$ cat src/rtl/cpu_trace_fifo.sv
// CPU bus trace FIFO: turns completed rd/wr strobes and halt edges into 26-bit trace records
// and buffers them for a ready/valid consumer, with sticky overflow and saturating drop count.
module cpu_trace_fifo #(
  parameter int unsigned DEPTH = 8
) (
  input  logic        clk,
  input  logic        rst,
  input  logic        enable,
  input  logic        rd,
  input  logic        wr,
  input  logic        fetch,
  input  logic        halt,
  input  logic [2:0]  opcode,
  input  logic [12:0] addr,
  input  logic [7:0]  data,
  input  logic        clr_ovf,
  input  logic        trace_ready,
  output logic        trace_valid,
  output logic [25:0] trace_data,
  output logic [6:0]  count,
  output logic        overflow,
  output logic [7:0]  drop_cnt
);

  localparam int unsigned AW = (DEPTH > 1) ? $clog2(DEPTH) : 1;

  logic          r_rd_q, r_wr_q, r_halt_q;
  logic [12:0]   r_cap_addr;
  logic [7:0]    r_cap_data;
  logic [2:0]    r_cap_op;
  logic          r_cap_fetch;
  logic          r_halt_pend;
  logic [25:0]   r_halt_rec;
  logic [25:0]   r_mem [DEPTH];
  logic [AW-1:0] r_wptr, r_rptr;
  logic [6:0]    r_count;
  logic          r_overflow;
  logic [7:0]    r_drop_cnt;

  logic          w_access_end, w_halt_edge;
  logic [1:0]    w_acc_type;
  logic          w_push, w_set_pend;
  logic [25:0]   w_push_rec;
  logic          w_full, w_pop, w_wr_en, w_drop;

  assign w_access_end = (r_rd_q | r_wr_q) & ~(rd | wr);
  assign w_halt_edge  = halt & ~r_halt_q;
  assign w_acc_type   = r_wr_q ? 2'b10 : (r_cap_fetch ? 2'b00 : 2'b01);

  // A deferred halt marker always goes first; a halt edge that coincides with an access end
  // is parked in r_halt_rec so the access record keeps its place in the stream.
  always_comb begin
    w_push     = 1'b0;
    w_push_rec = '0;
    w_set_pend = 1'b0;
    if (enable) begin
      if (r_halt_pend) begin
        w_push     = 1'b1;
        w_push_rec = r_halt_rec;
      end else if (w_access_end) begin
        w_push     = 1'b1;
        w_push_rec = {w_acc_type, r_cap_op, r_cap_addr, r_cap_data};
        w_set_pend = w_halt_edge;
      end else if (w_halt_edge) begin
        w_push     = 1'b1;
        w_push_rec = {2'b11, opcode, addr, data};
      end
    end
  end

  assign trace_valid = (r_count != 7'd0);
  assign trace_data  = trace_valid ? r_mem[r_rptr] : '0;
  assign count       = r_count;
  assign overflow    = r_overflow;
  assign drop_cnt    = r_drop_cnt;

  assign w_full  = (r_count == 7'(DEPTH));
  assign w_pop   = trace_valid & trace_ready;
  assign w_wr_en = w_push & (~w_full | w_pop);
  assign w_drop  = w_push & w_full & ~w_pop;

  always_ff @(posedge clk or negedge rst) begin
    if (!rst) begin
      r_rd_q      <= 1'b0;
      r_wr_q      <= 1'b0;
      r_halt_q    <= 1'b0;
      r_cap_addr  <= '0;
      r_cap_data  <= '0;
      r_cap_op    <= '0;
      r_cap_fetch <= 1'b0;
      r_halt_pend <= 1'b0;
      r_halt_rec  <= '0;
    end else begin
      r_rd_q      <= rd;
      r_wr_q      <= wr;
      r_halt_q    <= halt;
      r_halt_pend <= w_set_pend;
      if (rd | wr) begin
        r_cap_addr  <= addr;
        r_cap_data  <= data;
        r_cap_op    <= opcode;
        r_cap_fetch <= fetch;
      end
      if (w_set_pend) begin
        r_halt_rec <= {2'b11, opcode, addr, data};
      end
    end
  end

  // Storage is not reset; trace_data is gated by occupancy instead.
  always_ff @(posedge clk) begin
    if (w_wr_en) begin
      r_mem[r_wptr] <= w_push_rec;
    end
  end

  always_ff @(posedge clk or negedge rst) begin
    if (!rst) begin
      r_wptr  <= '0;
      r_rptr  <= '0;
      r_count <= '0;
    end else begin
      if (w_wr_en) begin
        r_wptr <= r_wptr + 1'b1;
      end
      if (w_pop) begin
        r_rptr <= r_rptr + 1'b1;
      end
      unique case ({w_wr_en, w_pop})
        2'b10:   r_count <= r_count + 7'd1;
        2'b01:   r_count <= r_count - 7'd1;
        default: r_count <= r_count;
      endcase
    end
  end

  // A drop in the same cycle as clr_ovf wins: the counter restarts at one.
  always_ff @(posedge clk or negedge rst) begin
    if (!rst) begin
      r_overflow <= 1'b0;
      r_drop_cnt <= '0;
    end else if (w_drop) begin
      r_overflow <= 1'b1;
      if (clr_ovf) begin
        r_drop_cnt <= 8'd1;
      end else if (r_drop_cnt != 8'hFF) begin
        r_drop_cnt <= r_drop_cnt + 8'd1;
      end
    end else if (clr_ovf) begin
      r_overflow <= 1'b0;
      r_drop_cnt <= '0;
    end
  end

endmodule

$ cat config.mk
export PLATFORM = sky130hd
export DESIGN_NAME = cpu_trace_fifo
export DESIGN_NICKNAME = d
export VERILOG_FILES = /design/src/rtl/cpu_trace_fifo.sv
export SDC_FILE = /design/constraint.sdc
export NUM_CORES = 1
export LEC_CHECK = 0
export BUFFER_PORTS_ARGS = -buffer_cell sky130_fd_sc_hd__buf_2
export CORE_MARGIN = 8
export CORE_UTILIZATION = 60
export CTS_CLUSTER_DIAMETER = 100
export DETAILED_ROUTE_END_ITERATION = 7
export PLACE_DENSITY = 0.79
export SLEW_MARGIN = 20
export SYNTH_ARGS = -nofsm -noshare
export SYNTH_HDL_FRONTEND = slang
export SYNTH_SLANG_ARGS = --single-unit
$ cat constraint.sdc
create_clock -name clk -period 6 [get_ports clk]
set_clock_uncertainty 0.2 [all_clocks]
set_input_delay 0 -clock clk [delete_from_list [all_inputs] [get_ports clk]]
set_output_delay 0 -clock clk [all_outputs]
set_load 0.005 [all_outputs]
# --- Word level (Yosys, flattened, before mapping) ---
# Memories as Yosys holds them, arrays and structs flattened.
# Cells that the tools add are included.
word_totals:
  ff_bits: 76
  ramBits: 208
  out_inout_bits: 43
  word_cells: 65
  n_memories: 1
memory_table:
  columns: ["name", "depth", "width", "rd", "rd_ports_with_merged_regs", "wr", "line_no", "source"]
  rows:
  - ["r_mem", 8, 26, 1, 0, 1, "34", "logic [25:0] r_mem [DEPTH];"]
classes:
  n_addsub: 5
  n_eq_ne: 4
  n_mux: 23
  n_bitwise: 13
  n_reduce_logical: 5
op_table:
  columns: ["op", "count"]
  rows:
  - ["two-way mux 26 bit", 5]
  - ["two-way mux 8 bit", 4]
  - ["case mux 7 bit (2 select lines)", 1]
  - ["two-way mux 1 bit", 12]
  - ["adder 8 x 1 -> 8 bit (second input constant)", 1]
  - ["!= test 8 bit (second input constant)", 1]
  - ["adder 7 x 1 -> 7 bit (second input constant)", 1]
  - ["equality test 7 x 4 -> 1 bit (second input constant)", 1]
  - ["nonzero test 7 bit", 1]
  - ["subtractor 7 x 1 -> 7 bit (second input constant)", 1]
  - ["adder 3 x 1 -> 3 bit (second input constant)", 2]
  - ["AND 1 bit", 6]
  - ["nonzero test 2 bit", 3]
  - ["inverter 1 bit", 4]
  - ["bitwise OR 1 bit", 3]
  - ["equality test 2 x 1 -> 1 bit (second input constant)", 1]
  - ["equality test 2 bit (second input constant)", 1]
  - ["two-way mux 2 bit", 1]
  - ["AND reduction 2 bit", 1]

# --- Depth between registers and ports, before layout ---
depth:
  ltp_word: 10
  mapped_depth: 10
  depth_no_buf: 10

# --- Worst setup path after synthesis ---
# OpenSTA, ideal clock, no wires.
synth_timing:
  kind: "reg2reg"
  from: "register r_halt_pend"
  to: "memory r_mem[2][0], enable pin"
  setup_ns: 0.484
  arrival_ns: 3.787
  t_required_ns: 5.316
  setup_slack_ns: 1.528
  stages_incl_launch_ff: 6
  path_buffers: 1
  cell_sequence: "dfrtp_1 clkbuf_1 a211o_1 and2_1 nand2_1 nor4b_1"
synth_via:
  elab_chain_len: 5
synth_rtl:
  columns: ["item", "line_no", "source"]
  rows:
  - ["start: declaration", "32", "logic r_halt_pend;"]
  - ["start signal: assignment", "97", "r_halt_pend <= w_set_pend;"]
  - ["two-way mux 1 bit", "57", "if (r_halt_pend) begin"]
  - ["two-way mux 1 bit", "56", "if (enable) begin"]
  - ["AND 1 bit", "79", "assign w_wr_en = w_push & (~w_full | w_pop);"]
  - ["two-way mux 1 bit", "112", "if (w_wr_en) begin"]
  - ["two-way mux 1 bit (not written as such)", "113", "r_mem[r_wptr] <= w_push_rec;"]
  - ["end: declaration", "34", null]
# No other way between the ends.

# --- Final worst setup path ---
layout_timing:
  from: "register r_count[0], in the netlist count[0]"
  to: "register r_count[6], in the netlist count[6]"
layout_via:
  elab_chain_len: 6
  word_cells_on_any_way: 12
  cone_classes: "2 x add/sub; 3 x eq/ne; 1 x mux; 4 x bitwise; 2 x reduce/logical"
layout_rtl:
  columns: ["item", "line_no", "source"]
  rows:
  - ["start: declaration", "36", "logic [6:0] r_count;"]
  - ["start signal: assignment", "130", "2'b10: r_count <= r_count + 7'd1;"]
  - ["start signal: assignment", "131", "2'b01: r_count <= r_count - 7'd1;"]
  - ["start signal: assignment", "132", "default: r_count <= r_count;"]
  - ["nonzero test 7 bit / equality test 7 x 4 -> 1 bit (equally long branches)", "71, 77", null]
  - ["AND 1 bit / inverter 1 bit (equally long branches)", "78, 79", null]
  - ["bitwise OR 1 bit", "79", null]
  - ["AND 1 bit", "79", null]
  - ["equality test 2 x 1 -> 1 bit / equality test 2 bit (equally long branches)", "129", "unique case ({w_wr_en, w_pop})"]
  - ["case mux 7 bit (2 select lines) / nonzero test 2 bit (equally long branches)", null, null]
# Parallel ways exist; a longest one is shown, timed or not.
# A chain may end at the register's enable or synchronous reset.

==> impl_metrics.toml <==
[run_status]
violations = "hold timing"
status = "finished with violations"

[drt]
drt_iter0_markers = 555
drc = 0
final_antenna_net_count = 0
avgRoutedWirePerCell_um = 22.73
dr.pass1.iters = 5
viasPerCell = 6.016
vias = 6762
finalWirelength_mm = 25.55

[synth]
synthDistinctLibCells = 47
syn_inst = 725
yosysSeqAreaShare = 0.6865
syn_avg_cell_area_um2 = 16.37
syn_area_um2 = 11870
synth-seq-cells = 284
yosys_warnings = 0
syn_nets = 767

[sta]
setup_viol = 0
hold_viol_final = 33
slew_headroom = 0.2305
rsz0062_at_grt = "no"
worst_pin_slew_ps = 1145
period_needed_ps = 3717
finalCritPeriodShare = 0.6195
finalMaxSlewViolations = 0
clock.fmax_mhz = 269.1
hold_slack_ps = -25.10
fin_setup_tns_ps = 0

[placement]
place_congestion = 0.8185
port_buffers = 75
dp_hpwl_mm = 15.16

[pwr]
power_density_nw_per_um2 = 403.6
ir_drop_uv = 313.6
finalPower_w = 0.005557
p_leak_nw = 5.069

[floorplanning]
ios = 76
start_util = 0.6098
die_y_um = 156.6
core_area_um2 = 19460
die_w_um = 156.6
num_rows = 51
die-area_um2 = 24540

[critical_path]
required_ps = 6240
crit_arrival_ps = 3960
end_kind = "register"
startpoint_type = "register"
path_class = "reg2reg"
cp_max_fo = 7

[final_layout]
drive_gt1_frac = 0.2980
area_growth_syn_to_layout_pct = 16.02
nNetsFinal = 881
mostFrequentLayoutCells = "208 x edfxtp_1, 82 x nor2_1, 74 x dfrtp_1, 74 x buf_2, 56 x mux2_2"
final_common_cell = "edfxtp_1"
diodes = 0

[run]
cap_viol_max_count = 0

[global_routing]
grt_overflow_total = 0
grtUsageTotal = 0.2142
antenna_found_initial = 0
grt_max_degree = 77
grt_first_pass_wirelength_mm = 40.31
grt_pass1_vias = 7208

[clock_network]
cts_setup_buffers = 0
tritoncts = "done"
cts_max_level = 1
cts_inserted_buffers = 28
path_clk_slew_ps = 60
root_buffer = "clkbuf_16"
clk_latency_ps = 530
cts.path.max_buffers = 3
cts_resized = 0
numClockSinks = 284

[worst_hold_path]
worstHoldPathType = "in2async"
[metrics by stage]
stage | hold WS (ps) | util | area (um2) | setup slack, ps | instances
2_1_floorplan | -495.6 | - | 11870 | 1528 | 725
3_3_place_gp | -61.64 | 0.6457 | 12570 | 2586 | 1037
3_5_place_dp | -58.19 | 0.6457 | 12570 | 2450 | 1037
4_1_cts | 12.40 | 0.7059 | 13740 | 2280 | 1123
5_1_grt | 56.24 | 0.7076 | 13770 | 2136 | 1124
6_report | -25.10 | 0.7076 | 13770 | 2283 | 1124
[layout make-up]
cell class | count | area [um2]
Fill cell | 1197 | 5692
Sequential cell | 284 | 8153
Clock buffer | 35 | 748.2
Tap cell | 265 | 331.6
Inverter | 8 | 30.03
Clock inverter | 15 | 63.81
Multi-Input combinational cell | 391 | 3581
Timing Repair Buffer | 126 | 863.3
[worst max-delay path, cell delays in order, from the launching register on]
cell and delay, ps:
dfrtp_1 480, or4_1 630, o41ai_2 410, a21o_1 200, inv_1 150, fa_1 440
a211oi_1 270, o21bai_1 130, a21oi_1 240, mux2i_1 290, xor2_1 180
[flip-flops by register name (all words and copies together) (netlist names), 3 cells and up]
| register | cells |
|---|---|
| count | 7 |
| drop_cnt | 8 |
| r_cap_addr | 13 |
| r_cap_data | 8 |
| r_cap_op | 3 |
| r_halt_rec | 25 |
| r_mem | 208 |
| r_rptr | 3 |
| r_wptr | 3 |
[kinds of logic (layout without fill, tap and decap cells)]
family	Yosys count	count (layout)	synth area share
AOI/OAI and AO/OA	57	57	0.03300
and+or+nand+nor	178	178	0.07000
adders and majority gates	9	9	0.01012
muxes	137	137	0.1763
buffers and inverters	50	184	0.01676
DFF	284	284	0.6865
xor gates and xnor gates	10	10	0.007379
[synthesized netlist by cell type, drive strengths merged]
master | count | share of area
fa | 1 | 0.0017
a211oi | 28 | 0.018
nand3b | 1 | 0.00063
clkbuf | 26 | 0.0082
edfxtp | 208 | 0.53
and4 | 1 | 0.00074
mux2 | 56 | 0.053
o211ai | 1 | 0.00063
a211o | 1 | 0.00074
or2 | 4 | 0.0021
or3 | 4 | 0.0021
and3 | 1 | 0.00053
dfrtp | 76 | 0.16
inv | 7 | 0.0022
nand2 | 35 | 0.011
nor4 | 3 | 0.0041
nor3b | 2 | 0.0013
xnor2 | 6 | 0.0044
a21oi | 10 | 0.0042
o21ai | 9 | 0.0038
o41ai | 1 | 0.0014
a21o | 3 | 0.0019
buf | 16 | 0.0060
nor2 | 84 | 0.027
and2 | 2 | 0.0011
o21bai | 2 | 0.0013
and4b | 1 | 0.00084
nand3 | 3 | 0.0013
nor2b | 1 | 0.00053
o31ai | 1 | 0.00063
nor4b | 1 | 0.00074
nor3 | 30 | 0.013
clkinv | 1 | 0.00032
nand4b | 1 | 0.00074
ha | 8 | 0.0084
mux2i | 29 | 0.024
a221oi | 1 | 0.00074
or4 | 2 | 0.0013
nand4 | 1 | 0.00053
mux4 | 52 | 0.099
or4b | 1 | 0.00084
xor2 | 4 | 0.0030
[power breakdown]
part / internal, W / switching [W]
Combinational: 0.000763 / 0.000676
Clock: 0.000874 / 0.000689
Sequential: 0.00231 / 0.000248
Total: 0.00394 / 0.00161
[metal layers]
metal | part of all wire | track usage | vias up
li1 | - | - | 3012
met1 | 0.41 | 0.2858 | 3474
met2 | 0.51 | 0.3673 | 241
met3 | 0.070 | 0.03227 | 35
met4 | 0.016 | 0.04668 | 0
met5 | 0 | 0 | -
[path summary, 6_finish.rpt]
check                                     from             end  slack, ps  depth (start not counted)
min in group clk                         fetch     r_cap_fetch         60                          3
worst max register to register        count[0]        count[6]       2280                         10
worst min-delay path                       rst     drop_cnt[3]        -30                          2
worst max-delay path                  count[0]        count[6]       2280                         10
max in group asynchronous                  rst       r_rptr[0]       4920                          2
worst min register to register  r_halt_rec[24]  r_halt_rec[24]        270                          1
[timing repair]
| action | CTS | global route |
|---|---|---|
| setup endpoints to repair | 0 | 0 |
| hold buffers | 36 | 0 |
| hold endpoints to repair | 161 | 0 |
Power figures use the tool's default switching activity.
